## src/rtl/div_iter.sv

```systemverilog
// Iterative radix-2 restoring divider (DIV/DIVU), one quotient bit per cycle.
// Optional DIV_EARLY_OUT_EN: zero divisor or |a| < |b| completes in one cycle.
module div_iter #(
  parameter int unsigned WIDTH = 32
) (
  input  logic                 clk,
  input  logic                 rst,
  input  logic                 start,
  input  logic                 signed_div,
  input  logic [WIDTH-1:0]     a,
  input  logic [WIDTH-1:0]     b,
  input  logic                 cancel,
  output logic                 busy,
  output logic                 ready,
  output logic [2*WIDTH-1:0]   result,
  output logic                 div_zero
);

  localparam int unsigned CW = $clog2(WIDTH) + 1;
  localparam logic [CW-1:0] LAST_ITER = CW'(WIDTH - 1);

  typedef enum logic [1:0] {S_IDLE, S_DIV, S_DONE} state_e;

  state_e            state_q;
  logic [CW-1:0]     cnt_q;
  logic [WIDTH-1:0]  rem_q;
  logic [WIDTH-1:0]  quo_q;
  logic [WIDTH:0]    bmag_q;
  logic              q_neg_q;
  logic              r_neg_q;
  logic              dz_q;

  // Operand magnitudes and result signs derived at accept time
  logic [WIDTH-1:0]  a_mag;
  logic [WIDTH-1:0]  b_mag;
  logic              q_neg_in;
  logic              r_neg_in;
  assign a_mag    = (signed_div & a[WIDTH-1]) ? -a : a;
  assign b_mag    = (signed_div & b[WIDTH-1]) ? -b : b;
  assign q_neg_in = signed_div & (a[WIDTH-1] ^ b[WIDTH-1]);
  assign r_neg_in = signed_div & a[WIDTH-1];

  // One restoring step: shift in next dividend bit, trial-subtract |b|
  logic [WIDTH:0]    trial;
  logic              fits;
  logic [WIDTH-1:0]  sub;
  logic [WIDTH-1:0]  rem_d;
  logic [WIDTH-1:0]  quo_d;
  logic [WIDTH-1:0]  rem_fin;
  logic [WIDTH-1:0]  quo_fin;
  assign trial   = {rem_q, quo_q[WIDTH-1]};
  assign fits    = trial >= bmag_q;
  assign sub     = WIDTH'(trial - bmag_q);
  assign rem_d   = fits ? sub : trial[WIDTH-1:0];
  assign quo_d   = {quo_q[WIDTH-2:0], fits};
  assign rem_fin = r_neg_q ? -rem_d : rem_d;
  assign quo_fin = q_neg_q ? -quo_d : quo_d;

`ifdef DIV_EARLY_OUT_EN
  logic              early;
  logic [WIDTH-1:0]  eo_quo;
  logic [WIDTH-1:0]  eo_hi;
  logic [WIDTH-1:0]  eo_lo;
  assign early  = (b == '0) | (a_mag < b_mag);
  assign eo_quo = (b == '0) ? '1 : '0;
  assign eo_hi  = r_neg_in ? -a_mag : a_mag;
  assign eo_lo  = q_neg_in ? -eo_quo : eo_quo;
`endif

  always_ff @(posedge clk) begin
    if (rst) begin
      state_q  <= S_IDLE;
      cnt_q    <= '0;
      rem_q    <= '0;
      quo_q    <= '0;
      bmag_q   <= '0;
      q_neg_q  <= 1'b0;
      r_neg_q  <= 1'b0;
      dz_q     <= 1'b0;
      busy     <= 1'b0;
      ready    <= 1'b0;
      result   <= '0;
      div_zero <= 1'b0;
    end else begin
      ready <= 1'b0;
      if (cancel) begin
        state_q <= S_IDLE;
        busy    <= 1'b0;
      end else begin
        case (state_q)
          S_IDLE, S_DONE: begin
            state_q <= S_IDLE;
            if (start) begin
              rem_q   <= '0;
              quo_q   <= a_mag;
              bmag_q  <= {1'b0, b_mag};
              q_neg_q <= q_neg_in;
              r_neg_q <= r_neg_in;
              dz_q    <= (b == '0);
              cnt_q   <= '0;
`ifdef DIV_EARLY_OUT_EN
              if (early) begin
                state_q  <= S_DONE;
                ready    <= 1'b1;
                result   <= {eo_hi, eo_lo};
                div_zero <= (b == '0);
              end else begin
                state_q <= S_DIV;
                busy    <= 1'b1;
              end
`else
              state_q <= S_DIV;
              busy    <= 1'b1;
`endif
            end
          end
          S_DIV: begin
            rem_q <= rem_d;
            quo_q <= quo_d;
            cnt_q <= cnt_q + CW'(1);
            if (cnt_q == LAST_ITER) begin
              state_q  <= S_DONE;
              busy     <= 1'b0;
              ready    <= 1'b1;
              result   <= {rem_fin, quo_fin};
              div_zero <= dz_q;
            end
          end
          default: begin
            state_q <= S_IDLE;
            busy    <= 1'b0;
          end
        endcase
      end
    end
  end

endmodule

```

## config.mk

```make
export PLATFORM = sky130hd
export DESIGN_NAME = div_iter
export DESIGN_NICKNAME = d
export VERILOG_FILES = /design/src/rtl/div_iter.sv
export SDC_FILE = /design/constraint.sdc
export NUM_CORES = 1
export LEC_CHECK = 0
export BUFFER_PORTS_ARGS = -buffer_cell sky130_fd_sc_hd__buf_2
export CAP_MARGIN = 30
export CORE_MARGIN = 5
export CORE_UTILIZATION = 38
export CTS_CLUSTER_DIAMETER = 30
export DETAILED_ROUTE_END_ITERATION = 6
export PLACE_DENSITY = 0.59
export SETUP_SLACK_MARGIN = 0.05
export SLEW_MARGIN = 0
export SYNTH_ARGS = -nofsm -noshare
export SYNTH_HDL_FRONTEND = slang
export SYNTH_SLANG_ARGS = --single-unit
```

## constraint.sdc

```tcl
create_clock -name clk -period 7.55 [get_ports clk]
set_input_delay 1.1325 -clock clk [delete_from_list [all_inputs] [get_ports clk]]
set_output_delay 1.1325 -clock clk [all_outputs]
set_load 0.005 [all_outputs]
```

==> flow_summary.ini <==
[global_route]
grt_pass1_vias = 10743
overflow = 0
grt_usage_pct = 21.6
grt_pass1_wl_mm = 59.4
antenna_found_initial = 2
grt_max_degree = 96

[synth]
yosys_register_bits = 174
synth-adder-area-share_pct = 4.14
yosys.area_share.simple_pct = 23.0
ys_seq_area_share_pct = 29.9
synth_warnings = 0
async_flop_share_pct = 0
syn-mean-instance-area_um2 = 7.58
synth_top_flop_cell = dfxtp_1
syn_area_um2 = 11700
synthMuxAreaShare_pct = 1.49
synth-edff-count = 0
ys_types = 88
synth_top_area_share_pct = 29.9
synth_compound_area_share_pct = 27.0
synth_xor_area_share_pct = 9.55
postSynthCellCount = 1538
synth_top_family_by_area = compound AO/OA/AOI/OAI gates
synth.area.top_cells = dfxtp_1 (30%), nor2_1 (6.0%), a21oi_1 (5.9%)
synth_largest_area_cell = dfxtp_1
synth_fp_nets = 1645

[clocking]
ctsResizeCount = 0
root_buffer = clkbuf_16
clockBufferDepth = 2
clock-sinks = 174
post_cts_buffers = 0
clock_latency_ns = 0.45
cts_tree = yes
path_clk_slew_ns = 0.08
htreeDepth = 4
numCtsBuffers = 17
holdBufCountCts = 0

[setup_path]
cp-start-kind = register
worstPathArrival_ns = 5.76
slowest_delay_ns = 0.57
r2r-start = rem_q[0]$_SDFFE_PP0P_
path_cells = ha_1 > nor2b_1 > o2111ai_1 > a21oi_2 > o311ai_4 > nand2_4 > mux2i_1 > ha_1 > nand2_1 > or4_1 > o41a_1 > a2111o_1 > or4b_4 > nand4_1 > o311ai_2
crit_path_end_kind = register
critPathMaxFanout = 39
path_class = register to register
crit_path_top_delay_cell = or4_1
worst-path-buf-inv = 0
rrSetupSlack_ns = 2.10
worst_path_most_repeated_cell = ha_1
crit_start = rem_q[0]$_SDFFE_PP0P_
cp.required_ns = 7.86
critPathTopFamily = compound AO/OA/AOI/OAI gates

[timing]
slew_headroom_pct = 34.6
fmax_mhz = 183
skew_ns = 0.0174
setup_violations = 0
layout_min_cycle_time_ns = 5.45
tightest_slew_ns = 0.969
hold_viol_final = 0
fin_tns_setup_ns = 0
grt_setup_unrepaired = false
fin_crit_sh_pct = 72.2
drv_slew = 0
hold-worst-slack_ns = 0.451

[die]
rows = 64
core-area_um2 = 30400
initial_core_util_pct = 38.3
dieArea_um2 = 34300
num_io_pins = 136
fp.dieH_um = 185
die_w_um = 185

[route]
vias = 11526
drcViolationCount = 0
wl_mm = 37.2
dr.pass1.iters = 5
antenna_left = 0
routed_via_density = 5.70
drt_iter0_drc = 890
wire_per_inst_um = 18.4

[power_and_ir_drop]
leakagePower_nw = 5.16
peakVddDrop_mv = 0.148
p_per_area_nw_per_um2 = 183

[min_path]
min_from = result[46]$_SDFFE_PP0P_
hold_class = register to register

[place]
gp_congestion = 0.971
hpwl_mm = 28.4
portBuffers = 135

[finish]
antennaDiodeCount = 0
area_growth_pct = 12.8
nets = 1720
drive_gt1_share_pct = 13.1

[run_status]
status = finished clean

[job]
max_cap_violations = 0
==> sequential cells by signal, indices dropped and copies added, names as in the netlist <==
| signal | cells |
|---|---|
| bmag_q | 32 |
| busy | 1 |
| cnt_q | 6 |
| div_zero | 1 |
| dz_q | 1 |
| q_neg_q | 1 |
| quo_q | 32 |
| r_neg_q | 1 |
| ready | 1 |
| rem_q | 32 |
| result | 64 |
| state_q | 2 |
==> per-layer routing <==
layer | track usage (%) | part of all wire [%]
met1 | 29.5 | 46
met2 | 35.1 | 47
met3 | 3.61 | 4.8
met4 | 6.37 | 2.2
met5 | 0 | 0.073
==> cell type report <==
type,instances,area [µm²]
clock buffers,19,433
multi-input cells,1216,7610
clock inverters,13,111
well taps,396,495
flip-flops and latches,174,3480
repair buffers,148,796
inverters,56,210
fillers,3147,17300
==> synthesized netlist by cell type (36+ instances only) <==
cell,number
ha_1,37
a211oi_1,75
a21oi_1,138
a22oi_1,36
xnor2_1,51
nand2_1,183
clkbuf_1,71
inv_1,55
o21ai_0,69
dfxtp_1,174
xor2_1,76
nor2_1,187
==> cells by family (layout without fill, tap and decap cells) <==
kind of cell,count (synthesis),after routing
adders and majority gates,38,38
buffers and inverters,148,236
DFF,174,174
and+or+nand+nor,570,570
AOI/OAI and AO/OA,464,464
muxes,17,17
xor gates and xnor gates,127,127
==> tightest hold or removal path, stage by stage, from the launching register on <==
cell,delay [ns]
dfxtp_1,0.31
nand2_1,0.05
a21oi_1,0.05
==> path summary, 6_finish.rpt <==
kind,endpoint,cells after the start
setup / recovery,result[62]$_SDFFE_PP0P_,15
hold reg to reg,result[46]$_SDFFE_PP0P_,2
hold / removal,result[46]$_SDFFE_PP0P_,2
setup reg to reg,result[62]$_SDFFE_PP0P_,15
==> report_power, final <==
part / internal, mW / total (mW) / switching, mW
Combinational: 0.209 / 0.591 / 0.382
Clock: 0.429 / 0.842 / 0.414
Sequential: 0.943 / 0.969 / 0.0262
Total: 1.58 / 2.40 / 0.822
==> metrics by stage <==
step           cell area [µm²]  total power [mW]  setup slack [ns]  cells  utilization (%)
2_1_floorplan            11700              1.40              2.30   1538                -
6_report                 13100              2.40              2.10   2022             43.2
3_3_place_gp             12600              1.57              2.38   1989             41.3
3_5_place_dp             12600              1.57              2.15   1989             41.3
5_1_grt                  13100              2.52              1.78   2022             43.2
4_1_cts                  13100              2.41              2.14   2021             43.1
==> cell usage in the layout (no fill, tap or decap), drive strengths merged, types with 7 or more instances in the layout <==
cell,n
nor2,187
nand2,185
dfxtp,174
buf,148
a21oi,140
xor2,76
a211oi,76
o21ai,75
inv,60
xnor2,51
ha,37
a22oi,36
nor3,33
o31ai,28
nand3,24
nor4,22
or3,20
clkbuf,19
and3,17
and2,17
nand4,15
mux2i,14
or4,14
o41ai,12
a21o,11
a311oi,10
a31oi,9
nand2b,8
nor2b,7
o211ai,7
clkinv,7
(Power assumes the default switching activity.)
